--- config.mk ---
export PLATFORM = sky130hd
export DESIGN_NAME = vscale_tohost_mailbox
export DESIGN_NICKNAME = d
export VERILOG_FILES = /design/src/rtl/vscale_mailbox_pkg.sv /design/src/rtl/vscale_mailbox_fifo.sv /design/src/rtl/vscale_tohost_mailbox.sv
export SDC_FILE = /design/constraint.sdc
export NUM_CORES = 1
export LEC_CHECK = 0
export ABC_AREA = 1
export CAP_MARGIN = 20
export CORE_UTILIZATION = 55
export DETAILED_ROUTE_END_ITERATION = 7
export PLACE_DENSITY = 0.86
export SETUP_SLACK_MARGIN = 0.2
export SYNTH_ARGS = -nofsm -noshare
export SYNTH_HDL_FRONTEND = slang
export SYNTH_HIERARCHICAL = 1
export SYNTH_SLANG_ARGS = --single-unit
--- constraint.sdc ---
create_clock -name clk -period 5.75 [get_ports clk]
set_input_delay 1.15 -clock clk [delete_from_list [all_inputs] [get_ports clk]]
set_output_delay 1.15 -clock clk [all_outputs]
set_load 0.02 [all_outputs]
--- src/rtl/vscale_mailbox_pkg.sv ---
// Shared constants and types for the vscale tohost/fromhost mailbox.
package vscale_mailbox_pkg;

    localparam logic [31:0] MBX_TOHOST_ADDR   = 32'h0000_1000;
    localparam logic [31:0] MBX_FROMHOST_ADDR = 32'h0000_1040;
    localparam int unsigned MBX_FIFO_DEPTH    = 4;
    localparam int unsigned TEST_CODE_W       = 31;

    typedef logic [TEST_CODE_W-1:0] test_code_t;

    // Word returned by a core load of the tohost address.
    typedef struct packed {
        logic [27:0] rsvd;
        logic [3:0]  count;
    } tohost_status_t;

    function automatic logic [31:0] status_word(input logic [3:0] count);
        tohost_status_t s;
        s.rsvd  = '0;
        s.count = count;
        return s;
    endfunction

endpackage

--- src/rtl/vscale_mailbox_fifo.sv ---
// Synchronous FIFO with registered count/full/empty; DEPTH must be a power of two.
module vscale_mailbox_fifo #(
    parameter int unsigned DEPTH = 4,
    parameter int unsigned WIDTH = 32
) (
    input  logic                   clk,
    input  logic                   reset,
    input  logic                   push,
    input  logic [WIDTH-1:0]       push_data,
    input  logic                   pop,
    output logic [WIDTH-1:0]       head,
    output logic [$clog2(DEPTH):0] count,
    output logic                   full,
    output logic                   empty
);
    localparam int unsigned AW = $clog2(DEPTH);
    localparam int unsigned CW = AW + 1;

    logic [WIDTH-1:0] mem [DEPTH];
    logic [AW-1:0]    wr_ptr;
    logic [AW-1:0]    rd_ptr;
    logic             do_push_c;
    logic             do_pop_c;
    logic [CW-1:0]    count_next_c;

    // A push into a full FIFO is accepted only when the head leaves in the same cycle.
    assign do_pop_c  = pop & ~empty;
    assign do_push_c = push & (~full | do_pop_c);
    assign head      = empty ? '0 : mem[rd_ptr];

    always_comb begin
        count_next_c = count;
        if (do_push_c & ~do_pop_c) begin
            count_next_c = count + CW'(1);
        end else if (do_pop_c & ~do_push_c) begin
            count_next_c = count - CW'(1);
        end
    end

    always_ff @(posedge clk) begin
        if (reset) begin
            wr_ptr <= '0;
            rd_ptr <= '0;
            count  <= '0;
            full   <= 1'b0;
            empty  <= 1'b1;
        end else begin
            if (do_push_c) wr_ptr <= wr_ptr + AW'(1);
            if (do_pop_c)  rd_ptr <= rd_ptr + AW'(1);
            count <= count_next_c;
            full  <= (count_next_c == CW'(DEPTH));
            empty <= (count_next_c == '0);
        end
    end

    always_ff @(posedge clk) begin
        if (do_push_c) mem[wr_ptr] <= push_data;
    end

endmodule

--- src/rtl/vscale_tohost_mailbox.sv ---
// Host mailbox on the vscale dmem port: tohost FIFO, pass/fail status, fromhost word.
// Optional cycle-count timeout enabled by defining VSCALE_MAILBOX_TIMEOUT_EN.
module vscale_tohost_mailbox
    import vscale_mailbox_pkg::*;
#(
    parameter logic [31:0] TOHOST_ADDR    = MBX_TOHOST_ADDR,
    parameter logic [31:0] FROMHOST_ADDR  = MBX_FROMHOST_ADDR,
    parameter int unsigned FIFO_DEPTH     = MBX_FIFO_DEPTH,
    parameter logic [63:0] TIMEOUT_CYCLES = 64'd0
) (
    input  logic        clk,
    input  logic        reset,
    input  logic        dmem_en,
    input  logic        dmem_wen,
    input  logic [31:0] dmem_addr,
    input  logic [31:0] dmem_wdata_delayed,
    output logic [31:0] dmem_rdata,
    output logic        dmem_hit,
    output logic        dmem_stall,
    output logic        tohost_valid,
    input  logic        tohost_ready,
    output logic [31:0] tohost_data,
    input  logic        fromhost_valid,
    output logic        fromhost_ready,
    input  logic [31:0] fromhost_data,
    output logic        test_done,
    output logic        test_pass,
    output test_code_t  test_code,
    output logic        test_timeout
);
    localparam int unsigned CW = $clog2(FIFO_DEPTH) + 1;

    logic          addr_tohost_c;
    logic          addr_fromhost_c;
    logic          hit_c;
    logic          pend_push_c;
    logic          push_c;
    logic          fh_clear_c;
    logic          fh_write_c;
    logic          dp_tohost;
    logic          dp_wen;
    logic [31:0]   fh_data;
    logic [31:0]   rdata_next_c;
    logic [CW-1:0] fifo_count;
    logic          fifo_full;
    logic          fifo_empty;

    assign addr_tohost_c   = (dmem_addr == TOHOST_ADDR);
    assign addr_fromhost_c = (dmem_addr == FROMHOST_ADDR);

    // A tohost store in its data phase will occupy a slot before the next one can land.
    assign pend_push_c = dmem_hit & dp_tohost & dp_wen;
    assign dmem_stall  = dmem_en & dmem_wen & addr_tohost_c &
                         (fifo_full | (pend_push_c & (fifo_count == CW'(FIFO_DEPTH - 1))));
    assign hit_c       = dmem_en & (addr_tohost_c | addr_fromhost_c) & ~dmem_stall;

    assign push_c      = pend_push_c & (dmem_wdata_delayed != 32'd0);
    assign fh_clear_c  = dmem_hit & ~dp_tohost & dp_wen;
    assign fh_write_c  = fromhost_valid & fromhost_ready;

    vscale_mailbox_fifo #(
        .DEPTH (FIFO_DEPTH),
        .WIDTH (32)
    ) u_fifo (
        .clk       (clk),
        .reset     (reset),
        .push      (push_c),
        .push_data (dmem_wdata_delayed),
        .pop       (tohost_ready),
        .head      (tohost_data),
        .count     (fifo_count),
        .full      (fifo_full),
        .empty     (fifo_empty)
    );

    assign tohost_valid = ~fifo_empty;

    // Load data is captured at the address phase and presented in the data phase.
    always_comb begin
        rdata_next_c = '0;
        if (hit_c & ~dmem_wen) begin
            if (addr_tohost_c) begin
                rdata_next_c = status_word(4'(fifo_count));
            end else begin
                rdata_next_c = {fh_data[31:1], fh_data[0] & ~fromhost_ready};
            end
        end
    end

    always_ff @(posedge clk) begin
        if (reset) begin
            dmem_hit   <= 1'b0;
            dp_tohost  <= 1'b0;
            dp_wen     <= 1'b0;
            dmem_rdata <= '0;
        end else begin
            dmem_hit   <= hit_c;
            dp_tohost  <= addr_tohost_c;
            dp_wen     <= dmem_wen;
            dmem_rdata <= rdata_next_c;
        end
    end

    // Fromhost register; a harness write beats a simultaneous core clear.
    always_ff @(posedge clk) begin
        if (reset) begin
            fromhost_ready <= 1'b1;
            fh_data        <= '0;
        end else if (fh_write_c) begin
            fromhost_ready <= 1'b0;
            fh_data        <= fromhost_data;
        end else if (fh_clear_c) begin
            fromhost_ready <= 1'b1;
        end
    end

`ifdef VSCALE_MAILBOX_TIMEOUT_EN
    logic [63:0] cycle_count;
    logic [63:0] cycle_next_c;
    logic        timeout_hit_c;

    // Compare the count this edge produces so the flag lands on cycle TIMEOUT_CYCLES+1.
    assign cycle_next_c  = cycle_count + 64'd1;
    assign timeout_hit_c = (TIMEOUT_CYCLES != 64'd0) && (cycle_next_c > TIMEOUT_CYCLES);

    always_ff @(posedge clk) begin
        if (reset) begin
            cycle_count  <= '0;
            test_timeout <= 1'b0;
        end else begin
            cycle_count <= cycle_next_c;
            if (~test_done & ~push_c & timeout_hit_c) test_timeout <= 1'b1;
        end
    end
`else
    assign test_timeout = 1'b0 & (|TIMEOUT_CYCLES);
`endif

    // First nonzero tohost value (or a timeout) decides the result.
    always_ff @(posedge clk) begin
        if (reset) begin
            test_done <= 1'b0;
            test_pass <= 1'b0;
            test_code <= '0;
        end else if (~test_done) begin
            if (push_c) begin
                test_done <= 1'b1;
                test_pass <= (dmem_wdata_delayed == 32'd1);
                test_code <= test_code_t'(dmem_wdata_delayed[31:1]);
            end
`ifdef VSCALE_MAILBOX_TIMEOUT_EN
            else if (timeout_hit_c) begin
                test_done <= 1'b1;
                test_pass <= 1'b0;
                test_code <= '0;
            end
`endif
        end
    end

endmodule

# --- Word level (Yosys, flattened, before mapping) ---
# Memory sizes are Yosys's and may differ from the RTL's. A register that Yosys moved wholly into a read port is not among the register bits.
# Index checks and enable logic that the tools add are counted.
classes:
  add_sub_neg: 4
  eq_ne: 5
  n_mux: 12
  n_bitwise: 31
  n_reduce_logical: 6
op_table:
  columns: ["operator", "n"]
  rows:
  - ["== test 32 x 13 -> 1 bit (second input constant)", 2]
  - ["== test 32 x 1 -> 1 bit (second input constant)", 1]
  - ["two-way mux 32 bit", 1]
  - ["nonzero test 32 bit", 1]
  - ["bitwise AND 1 bit", 18]
  - ["NOT 1 bit", 10]
  - ["two-way mux 3 bit", 3]
  - ["two-way mux 1 bit", 6]
  - ["adder 2 x 1 -> 2 bit (second input constant)", 2]
  - ["two-way mux 2 bit", 2]
  - ["adder 3 x 1 -> 3 bit (second input constant)", 1]
  - ["== test 3 x 2 -> 1 bit (second input constant)", 1]
  - ["== test 3 bit (second input constant)", 1]
  - ["logical NOT 3 bit", 1]
  - ["OR 1 bit", 3]
  - ["OR reduction 3 bit", 1]
  - ["subtractor 3 x 1 -> 3 bit (second input constant)", 1]
  - ["AND reduction 2 bit", 1]
  - ["nonzero test 2 bit", 1]
  - ["OR reduction 2 bit", 1]
word_totals:
  register_bits: 110
  ramBits: 128
  in_bits: 102
  output_inout_bits: 102
  wordCells: 74
  n_memories: 1
mem_list:
  columns: ["memory", "depth", "word_bits", "rd", "rd_ports_with_merged_regs", "wr", "line", "text"]
  rows:
  - ["u_fifo.mem", 4, 32, 1, 1, 1, "vscale_mailbox_fifo.sv:19", "logic [WIDTH-1:0] mem [DEPTH];"]

# --- Depth between registers and ports, before layout ---
# Gate-level depths: netlist of run 1.
logic_depth:
  depth_word: 10
  depth_mapped: 13
  mapped_depth_nobuf: 13

# --- By module ---
# The synthesis of run 1 kept the hierarchy.
modules_own_cells:
  columns: ["module", "instances", "cells_per_inst", "area_each_um2", "seq_area_each_um2"]
  rows:
  - ["vscale_mailbox_fifo", 1, 461, 5574.1, 4063.9]
  - ["vscale_tohost_mailbox", 1, 541, 3926.3, 2021.9]

# --- Worst setup path after synthesis of run 1 ---
# OpenSTA, ideal clock, no wires.
synth_timing:
  path_kind: "input-to-reg"
  from: "input dmem_wdata_delayed[14]"
  to: "memory u_fifo.mem[0][0] (enable)"
  setup_time_ps: 421
  t_arrival_ps: 3359
  required_ps: 5329
  setup_slack_ps: 1970
  cell_stages: 10
  path_buffers: 0
  cell_sequence: "nor2_1 -> nand2_1 -> nor2_1 -> nand2_1 -> nor2_1 -> nor2_1 -> inv_2 -> a21oi_2 -> inv_2 -> nor2_1"
synth_via:
  elab_chain_len: 5
synth_lines:
  columns: ["item", "line", "text"]
  rows:
  - ["start, declared", "vscale_tohost_mailbox.sv:16", "input logic [31:0] dmem_wdata_delayed,"]
  - ["nonzero test 32 bit", "vscale_tohost_mailbox.sv:57", "assign push_c = pend_push_c & (dmem_wdata_delayed != 32'd0);"]
  - ["bitwise AND 1 bit", "vscale_tohost_mailbox.sv:57", null]
  - ["via push_c", "vscale_tohost_mailbox.sv:37", "logic push_c;"]
  - ["bitwise AND 1 bit", "vscale_mailbox_fifo.sv:28", "assign do_push_c = push & (~full | do_pop_c);"]
  - ["two-way mux 1 bit", "vscale_mailbox_fifo.sv:57", "if (do_push_c) mem[wr_ptr] <= push_data;"]
  - ["two-way mux 1 bit (implied by the code)", "vscale_mailbox_fifo.sv:57", null]
  - ["end, declared", "vscale_mailbox_fifo.sv:19", null]
# The timed path passes the listed nets, and every way through them passes these cells.

# --- Final worst setup path of run 1 ---
layout_timing:
  from: "input dmem_addr[21]"
  to: "output dmem_stall"
layout_via:
  elab_chain_len: 3
layout_lines:
  columns: ["item", "line", "text"]
  rows:
  - ["start, declared", "vscale_tohost_mailbox.sv:15", "input logic [31:0] dmem_addr,"]
  - ["== test 32 x 13 -> 1 bit", "vscale_tohost_mailbox.sv:48", "assign addr_tohost_c = (dmem_addr == TOHOST_ADDR);"]
  - ["bitwise AND 1 bit (2 in a row)", "vscale_tohost_mailbox.sv:53", "assign dmem_stall = dmem_en & dmem_wen & addr_tohost_c &"]
  - ["end, declared", "vscale_tohost_mailbox.sv:19", "output logic dmem_stall,"]
# Every way passes these cells.

==> flow_summary.json, run 1 <==
{
  "status": "finished, final reports clean",
  "critPathSlowestCell": "clkdlybuf4s50_1",
  "synth_area_per_cell_um2": 9.48,
  "slowest_delay_ns": 0.61,
  "finalCoreUtilization_pct": 74.5,
  "htreeDepth": 1,
  "wirelength_um": 22500,
  "drt_iter0_markers": 579,
  "antenna_found_initial": 0,
  "ant_nets": 0,
  "cellLeakagePower_nw": 4.78,
  "tightest_slew_ns": 1.07,
  "pwr-share-comb_pct": 18.6,
  "ctsHoldBuffers": 0,
  "cp_max_fo": 3,
  "crit_family": "buffers and inverters",
  "synth_seq_cells": 240,
  "cp-start-kind": "input port",
  "drive_above_1_share_pct": 6.79,
  "clk_latency_ns": 0.52,
  "dp_cells": 1384,
  "setup_viol": 0,
  "grt_max_degree": 66,
  "synth_top_area_share_pct": 40.5,
  "routedWlPerCell_um": 15.7,
  "drc": 0,
  "post-cts-setup-buffers": 0,
  "seqPwrFrac_pct": 43.7,
  "required_ns": 4.60,
  "initial_core_util_pct": 56.9,
  "hp-class": "reg -> reg",
  "n_antenna_cell": 0,
  "hold_violations": 0,
  "dp_hpwl_um": 13700,
  "syn-num-nets": 1110,
  "crit_chain": "clkdlybuf4s50_1, nor2_1, nand2_1, nor2_1, nand2_1, nor2_2, nand3_1, inv_1, clkdlybuf4s50_1",
  "synth_edf_count": 128,
  "coreArea_um2": 16700,
  "vias_per_cell": 5.18,
  "area.growth.synth_to_final_pct": 30.9,
  "crit_buf_inv": 3,
  "finalMaxSlewViolations": 0,
  "clkPwrFrac_pct": 37.7,
  "grt_usage_pct": 25.6,
  "final_nets": 1299,
  "switchingPower_mw": 1.12,
  "cp-end-kind": "output port",
  "ir_drop_mv": 0.259,
  "max-slew-margin-rel_pct": 28.6,
  "dr.pass1.iters": 7,
  "fmax_mhz": 246,
  "yosysWarnings": 6,
  "cts_tree": "done",
  "p_per_area_nw_per_um2": 341,
  "dieArea_um2": 17800,
  "cts.sinks": 240,
  "finClkSkew_ns": 0.0214,
  "cp.arrival_ns": 2.92,
  "cts_root_buf": "clkbuf_16",
  "swShare_pct": 26.3,
  "min_period_over_period_pct": 70.7,
  "numCtsBuffers": 24,
  "rsz0062_at_grt": "no",
  "synthFlopType": "edfxtp_1",
  "io_pins": 204,
  "ys_top_cells_by_count": "nor2_1 (279), edfxtp_1 (128), nand2_1 (114)",
  "async_reset_ff_share_pct": 0,
  "stdcell_count": 1428,
  "yosysSeqAreaShare_pct": 64.1,
  "period_minus_slack_ns": 4.07,
  "grt.overflow.total": 0,
  "synth.most_common_cell": "nor2_1",
  "routabilityCongestion": 0.767,
  "io_buffer_count": 202,
  "ys_types": 32,
  "syn_area_um2": 9500,
  "synth_cells": 1002,
  "die_y_um": 133,
  "cts_max_path_buffers": 3,
  "clk_pin_slew_ns": 0.06,
  "cts_resized": 0,
  "die_w_um": 133,
  "row_count": 47,
  "vias": 7397,
  "cap_violations": 0,
  "yosys.area.top_type": "edfxtp_1",
  "crit_type": "in -> out",
  "grt_first_pass_wirelength_um": 35900,
  "ys_top_cells_by_area": "edfxtp_1 (40%), dfxtp_1 (24%), nor2_1 (11%)",
  "internal-power_mw": 3.13,
  "grt_pass1_vias": 7484,
  "fin_setup_tns_ns": 0
}
[worst register-to-register path, delay by kind of cell, from the launching register on]
| family | cells | cell delay (ns) |
|---|---|---|
| buffers and inverters | 3 | 0.30 |
| and+or+nand+nor | 4 | 1.51 |
| AOI/OAI and AO/OA | 1 | 0.19 |
| DFF | 1 | 0.38 |
[per-layer routing]
metal | global-route usage (%) | share of wire (%) | vias to the layer above
met5 | 0 | 0 | -
met4 | 9.09 | 2.6 | 0
met3 | 7.23 | 9.2 | 45
met2 | 45.8 | 50 | 324
met1 | 29.1 | 38 | 3437
li1 | - | - | 3591
[worst paths after layout]
| kind | start | to | slack, ns | cells after the start |
|---|---|---|---|---|
| setup / recovery | dmem_addr[21] | dmem_stall | 1.68 | 9 |
| hold / removal | fh_data[19]$_SDFFE_PP0P_ | dmem_rdata[19]$_SDFF_PP0_ | 0.44 | 2 |
| setup reg to reg | dmem_hit$_SDFF_PP0_ | u_fifo/mem[0][3]$_DFFE_PP_ | 2.98 | 8 |
| hold reg to reg | fh_data[19]$_SDFFE_PP0P_ | dmem_rdata[19]$_SDFF_PP0_ | 0.44 | 2 |
[power groups by stage]
| stage | Sequential, mW | Combinational, mW | Clock, mW |
|---|---|---|---|
| after floorplan | 1.89 | 0.455 | 0 |
| after global placement | 1.89 | 0.758 | 0 |
| after detailed placement | 1.89 | 0.773 | 0 |
| after CTS | 1.86 | 0.780 | 1.62 |
| after global routing | 1.86 | 0.850 | 1.70 |
| final | 1.86 | 0.789 | 1.60 |
[sequential cells by signal, summed over array words and instances (netlist names), named ones only]
signal	flops
u_fifo/mem	128
dmem_rdata	32
fh_data	32
test_code	31
u_fifo/count	3
u_fifo/rd_ptr	2
u_fifo/wr_ptr	2
dmem_hit	1
dp_tohost	1
dp_wen	1
fromhost_ready	1
test_done	1
test_pass	1
u_fifo/empty	1
u_fifo/full	1
[metrics by stage]
stage	instance area [µm²]	total power, mW	worst slack [ns]	hold slack (ns)
2_1_floorplan	9500	2.35	1.97	0.416
3_3_place_gp	11600	2.65	1.63	0.424
3_5_place_dp	11600	2.67	1.56	0.428
4_1_cts	12400	4.26	1.35	0.440
5_1_grt	12400	4.40	1.47	0.448
6_report	12400	4.25	1.68	0.437
[layout by cell type (no fill, tap or decap)]
master,instances
inv_4,1
xor2_1,1
nand2_1,114
nand4_2,1
nor3_1,1
nor2_2,5
clkinv_1,2
o21ai_0,40
clkbuf_1,4
nand3_4,1
inv_1,99
ha_1,6
nand4_1,2
nand2_2,1
o21ai_1,61
nor2_1,275
bufinv_16,3
nor2_4,15
nand3_2,3
nand2_4,1
buf_12,1
edfxtp_1,128
dfxtp_2,1
clkbuf_8,4
clkinvlp_4,1
clkdlybuf4s50_1,202
nand3_1,12
a21oi_1,67
buf_4,7
conb_1,1
clkbuf_16,25
a21oi_2,2
inv_2,6
clkinv_2,4
dfxtp_1,111
[final cells by class]
| cell class | instances | area [µm²] |
|---|---|---|
| Sequential cell | 240 | 6090 |
| Fill cell | 1115 | 4260 |
| Multi-Input combinational cell | 609 | 2760 |
| Timing Repair Buffer | 210 | 2090 |
| Clock buffer | 33 | 696 |
| Inverter | 106 | 400 |
| Tap cell | 220 | 275 |
| Clock inverter | 10 | 125 |
[logic make-up after synthesis]
group | after synthesis | synth area share [%]
XOR/XNOR | 1 | 0.0922
flip-flops | 240 | 64.1
buffers and inverters | 153 | 7.19
AND/OR/NAND/NOR | 431 | 18.8
other | 1 | 0.0395
AO/OA/AOI/OAI | 170 | 9.03
adder cells (fa/ha/maj) | 6 | 0.790
(Power assumes the default switching activity.)
==> inputs of run 2 (changes only) <==
--- a/config.mk
+++ b/config.mk
@@ -7,9 +7,9 @@
 export LEC_CHECK = 0
 export ABC_AREA = 1
 export CAP_MARGIN = 20
-export CORE_UTILIZATION = 55
+export CORE_UTILIZATION = 46
 export DETAILED_ROUTE_END_ITERATION = 7
-export PLACE_DENSITY = 0.86
+export PLACE_DENSITY = 0.76
 export SETUP_SLACK_MARGIN = 0.2
 export SYNTH_ARGS = -nofsm -noshare
 export SYNTH_HDL_FRONTEND = slang
==> constraint.sdc (replaced) <==
create_clock -name clk -period 3.55 [get_ports clk]
set_input_delay 0.71 -clock clk [delete_from_list [all_inputs] [get_ports clk]]
set_output_delay 0.71 -clock clk [all_outputs]
set_load 0.02 [all_outputs]
==> run 2 against run 1 <==
Effect of this change: worst setup slack got worse by 1.4 ns; hold slack got worse by 0.0077 ns; critical path depth fell by 3; sequential power rose by 63%; utilization decreased by 12 points; first-iteration DRC count decreased by 33%; sequential share of layout area decreased by 1.1 points; combinational power grew 58%.
==> flow_summary.json, run 2 (synthesis results as in run 1) <==
{
  "status": "finished, final reports clean",
  "routedWlPerCell_um": 14.9,
  "seqPwrFrac_pct": 42.7,
  "dr.pass1.iters": 4,
  "die_w_um": 146,
  "io_pins": 204,
  "finalCoreUtilization_pct": 62.9,
  "io_buffer_count": 202,
  "cts_root_buf": "clkbuf_16",
  "drc": 0,
  "post-cts-setup-buffers": 0,
  "ctsHoldBuffers": 0,
  "initial_core_util_pct": 47.0,
  "cts.sinks": 240,
  "p_per_area_nw_per_um2": 557,
  "grt_max_degree": 66,
  "ant_nets": 0,
  "power_mw": 7.09,
  "routabilityCongestion": 0.780,
  "grt.overflow.total": 0,
  "setup_viol": 0,
  "drive_above_1_share_pct": 7.88,
  "fin_setup_tns_ns": 0,
  "r2r-start": "dmem_hit$_SDFF_PP0_",
  "dieArea_um2": 21200,
  "tightest_slew_ns": 0.683,
  "clkPwrFrac_pct": 39.7,
  "swShare_pct": 25.4,
  "grt_usage_pct": 20.7,
  "row_count": 52,
  "max-slew-margin-rel_pct": 54.4,
  "numCtsBuffers": 25,
  "vias": 7211,
  "area.growth.synth_to_final_pct": 34.1,
  "cp.arrival_ns": 2.51,
  "grt_first_pass_wirelength_um": 35200,
  "hp-start": "fh_data[30]$_SDFFE_PP0P_",
  "pwr-share-comb_pct": 17.6,
  "cts_tree": "done",
  "finClkSkew_ns": 0.00886,
  "min_period_over_period_pct": 90.8,
  "clk_latency_ns": 0.51,
  "cp-end-kind": "output port",
  "internal-power_mw": 5.29,
  "hold_violations": 0,
  "period_minus_slack_ns": 3.22,
  "switchingPower_mw": 1.80,
  "reg_top3": "u_fifo/mem (128), dmem_rdata (32), fh_data (32)",
  "finalMaxSlewViolations": 0,
  "clk_pin_slew_ns": 0.06,
  "regMostFlops": "u_fifo/mem",
  "final_common_cell": "nor2_1",
  "final_area_um2": 12700,
  "placed_area_um2": 11800,
  "cts_max_path_buffers": 3,
  "wirelength_um": 22100,
  "ir_drop_mv": 0.389,
  "cap_violations": 0,
  "hp-class": "reg -> reg",
  "drt_iter0_markers": 390,
  "mostFrequentLayoutCells": "nor2_1 (275), clkdlybuf4s50_1 (201), edfxtp_1 (128)",
  "rsz0062_at_grt": "no",
  "crit_type": "reg -> out",
  "antenna_found_initial": 0,
  "largest_reg_flops": 128,
  "coreArea_um2": 20200,
  "n_antenna_cell": 0,
  "die_y_um": 146,
  "required_ns": 2.84,
  "grt_pass1_vias": 6935,
  "htreeDepth": 1,
  "fmax_mhz": 310,
  "cp_max_fo": 43,
  "cellLeakagePower_nw": 4.91,
  "vias_per_cell": 4.85,
  "final_nets": 1308,
  "cp-start-kind": "register",
  "dp_hpwl_um": 14500
}
## run 2: cell types whose count changed in the layout (fill, tap and decap cells not counted), moves of 2 or more
cell / previous run / this run
buf_12: 1 / 6
clkbuf_8: 4 / 8
buf_4: 7 / 9
clkbuf_1: 4 / 2
clkinv_1: 2 / 0
## run 2: stage by stage
stage,hold WS [ns],std cells,setup WS (ns)
6_report,0.429,1488,0.326
3_3_place_gp,0.423,1443,0.342
4_1_cts,0.440,1488,0.240
5_1_grt,0.455,1488,0.203
3_5_place_dp,0.429,1443,0.317
2_1_floorplan,0.416,1002,0.210
## run 2: layout make-up
type / count / area [µm²]
clock buffers: 36 / 768
clock inverters: 9 / 150
fillers: 1630 / 7500
inverters: 106 / 403
multi-input cells: 609 / 2760
flip-flops and latches: 240 / 6090
well taps: 270 / 338
repair buffers: 218 / 2230
## run 2: worst max-delay path, stage by stage (launching register included)
cell and delay [ns]:
dfxtp_4 0.52, buf_8 0.30, nor2_1 0.09, nor2_1 0.10, o21ai_0 0.10, a21oi_1 0.22
clkdlybuf4s50_1 0.65
## run 2: metal layers
metal  up-vias  wire length, µm  global-route usage [%]
met5         -                0                       0
met4         0              436                    6.21
met3        35             2000                    6.21
met2       251            10700                    35.8
met1      3313             8970                    24.7
li1       3612                -                       -
## run 2: what timing repair did
item                       4_1_cts  5_1_grt
gates resized for setup          2        4
pin swaps                        0        0
setup endpoints to repair       24        9
## run 2: worst paths after layout
path,endpoint,slack (ns),cells past startpoint
hold / removal,dmem_rdata[30]$_SDFF_PP0_,0.43,2
hold reg to reg,dmem_rdata[30]$_SDFF_PP0_,0.43,2
setup / recovery,tohost_data[31],0.33,6
setup reg to reg,u_fifo/mem[3][20]$_DFFE_PP_,1.67,9
## run 2: power groups by stage
stage | sequential, mW | clock [mW] | combinational (mW)
floorplan | 3.06 | 0 | 0.737
global placement | 3.08 | 0 | 1.23
detailed placement | 3.08 | 0 | 1.25
CTS | 3.03 | 2.87 | 1.25
global route | 3.03 | 2.97 | 1.35
finish | 3.03 | 2.82 | 1.25
==> inputs of run 3 (changes only) <==
--- a/config.mk
+++ b/config.mk
@@ -5,8 +5,8 @@
 export SDC_FILE = /design/constraint.sdc
 export NUM_CORES = 1
 export LEC_CHECK = 0
-export ABC_AREA = 1
 export CAP_MARGIN = 20
+export CORE_MARGIN = 2
 export CORE_UTILIZATION = 46
 export DETAILED_ROUTE_END_ITERATION = 7
 export PLACE_DENSITY = 0.76
==> run 3 against run 2 <==
Effect of this change: clock skew grew 0.013 ns; power shrank 6.9%; final cell count shrank 20%; design area shrank 1.3%; hold slack gained 0.017 ns; count of clock-buffer cells in the layout grew 1; via count shrank 9.7%.
==> flow_summary.json, run 3 <==
{
  "final_nets": 1015,
  "cellLeakagePower_nw": 4.17,
  "nFillCells": 1533,
  "ys_types": 46,
  "antenna_found_initial": 2,
  "hold_end": "fh_data[29]$_SDFFE_PP0P_",
  "drc": 0,
  "finClkSkew_ns": 0.0217,
  "synth_cells": 712,
  "cts_max_path_buffers": 3,
  "r2r-start": "u_fifo/empty$_SDFF_PP1_",
  "ys_top_cells_by_area": "edfxtp_1 (41%), dfxtp_1 (24%), mux4_2 (7.6%)",
  "row_count": 52,
  "cts_resized": 0,
  "rr_endpoint": "u_fifo/mem[1][11]$_DFFE_PP_",
  "ctsHoldBuffers": 0,
  "cap_violations": 0,
  "status": "finished, final reports clean",
  "period_minus_slack_ns": 3.21,
  "cp.arrival_ns": 2.50,
  "cts.sinks": 240,
  "hold_violations": 0,
  "post-cts-setup-buffers": 0,
  "reg_top3": "u_fifo/mem (128), dmem_rdata (32), fh_data (32)",
  "yosys.area.top_type": "edfxtp_1",
  "p_per_area_nw_per_um2": 525,
  "tightest_slew_ns": 1.01,
  "syn-num-nets": 820,
  "final_common_cell": "clkdlybuf4s50_1",
  "dieArea_um2": 21600,
  "fin_setup_tns_ns": 0,
  "cp-start-kind": "register",
  "synth_edf_count": 128,
  "die_w_um": 147,
  "drt_iter0_markers": 370,
  "hp-class": "reg -> reg",
  "finalCoreUtilization_pct": 62.3,
  "cp_max_fo": 18,
  "dp_hpwl_um": 14500,
  "rrSetupSlack_ns": 1.42,
  "ys_top_cells_by_count": "edfxtp_1 (128), dfxtp_1 (112), nand2_1 (103)",
  "largest_reg_flops": 128,
  "fmax_mhz": 311,
  "dr.pass1.iters": 5,
  "setup_viol": 0,
  "syn_area_um2": 9420,
  "reg2regPathDepth": 5,
  "required_ns": 2.84,
  "grt_pass1_vias": 6503,
  "yosysSeqAreaShare_pct": 64.6,
  "vias": 6510,
  "power_mw": 6.60,
  "io_pins": 204,
  "synth_area_per_cell_um2": 13.2,
  "initial_core_util_pct": 46.7,
  "clk_pin_slew_ns": 0.06,
  "min_period_over_period_pct": 90.4,
  "synth_top_area_share_pct": 40.8,
  "grt_max_degree": 96,
  "n_antenna_cell": 0,
  "hp-start": "fh_data[29]$_SDFFE_PP0P_",
  "die_y_um": 147,
  "synth.most_common_cell": "edfxtp_1",
  "area.growth.synth_to_final_pct": 33.4,
  "grt_first_pass_wirelength_um": 35900,
  "regMostFlops": "u_fifo/mem",
  "synthFlopType": "edfxtp_1",
  "wirelength_um": 22500,
  "async_reset_ff_share_pct": 0,
  "holdPathStages": 2,
  "rsz0062_at_grt": "no",
  "vias_per_cell": 5.44,
  "ant_nets": 0,
  "crit_type": "reg -> out",
  "ir_drop_mv": 0.347,
  "clk_latency_ns": 0.52,
  "grt.overflow.total": 0,
  "finalMaxSlewViolations": 0,
  "cp-end-kind": "output port",
  "routabilityCongestion": 0.750,
  "synth_seq_cells": 240,
  "drive_above_1_share_pct": 15.2,
  "grt_usage_pct": 20.9,
  "cts_root_buf": "clkbuf_16",
  "routedWlPerCell_um": 18.8,
  "mostFrequentLayoutCells": "clkdlybuf4s50_1 (201), edfxtp_1 (128), dfxtp_1 (111)",
  "cts_tree": "done",
  "coreArea_um2": 20200,
  "numCtsBuffers": 25,
  "htreeDepth": 1,
  "io_buffer_count": 202,
  "yosysWarnings": 6,
  "max-slew-margin-rel_pct": 32.6
}
-- run 3: routing by layer --
metal	part of all wire, %	GRT usage, %
met5	0.049	0
met4	1.4	5.00
met3	9.6	6.65
met2	48	34.1
met1	41	27.4
-- run 3: cell type report --
type	count	area [µm²]	area share (%)
Sequential cell	240	6090	48.4
Timing Repair Buffer	225	2260	18.0
Clock inverter	9	80.1	0.637
Inverter	10	37.5	0.299
Clock buffer	37	713	5.68
Multi-Input combinational cell	405	3050	24.2
Tap cell	270	338	2.69
-- run 3: worst max-delay path by stage --
| stage | from | endpoint | slack (ns) | cells after the start |
|---|---|---|---|---|
| floorplan | dmem_wdata_delayed[0] | u_fifo/mem[0][0]$_DFFE_PP_ | 0.82 | 5 |
| detailed placement | dmem_wdata_delayed[4] | u_fifo/mem[1][9]$_DFFE_PP_ | 0.22 | 9 |
| global placement | dmem_wdata_delayed[4] | u_fifo/mem[1][9]$_DFFE_PP_ | 0.20 | 9 |
| finish | register | tohost_data[3] | 0.34 | 4 |
| CTS | register | tohost_data[2] | 0.29 | 4 |
| global route | dmem_addr[19] | dmem_stall | 0.22 | 5 |
-- run 3: where the power goes --
part,switching [mW],internal (mW),total [mW]
Sequential,0.0655,2.97,3.03
Clock,1.04,1.47,2.50
Combinational,0.540,0.526,1.07
-- run 3: logic make-up (layout without fill, tap and decap cells) --
| group | Yosys count | after routing | share of synthesized area, % |
|---|---|---|---|
| AND/OR/NAND/NOR | 280 | 280 | 17.0 |
| adder cells (fa/ha/maj) | 6 | 6 | 0.797 |
| buffers and inverters | 67 | 281 | 3.17 |
| flip-flops | 240 | 240 | 64.6 |
| AO/OA/AOI/OAI | 76 | 76 | 5.82 |
| XOR/XNOR | 6 | 6 | 0.558 |
| multiplexers | 36 | 36 | 8.07 |
| other | 1 | 1 | 0.0398 |
-- run 3: stage by stage --
| stage | hold slack [ns] | setup WS (ns) | instance area (µm²) | std cells |
|---|---|---|---|---|
| global route | 0.465 | 0.224 | 12600 | 1196 |
| CTS | 0.450 | 0.287 | 12600 | 1196 |
| detailed placement | 0.442 | 0.218 | 11800 | 1150 |
| global placement | 0.438 | 0.199 | 11800 | 1150 |
| floorplan | 0.432 | 0.815 | 9420 | 712 |
| finish | 0.447 | 0.339 | 12600 | 1196 |
-- run 3: worst max-delay path, stage by stage, from the launching register on --
cell,delay (ns)
dfxtp_2,0.49
buf_12,0.24
mux4_2,0.53
nor2b_1,0.15
clkdlybuf4s50_1,0.57
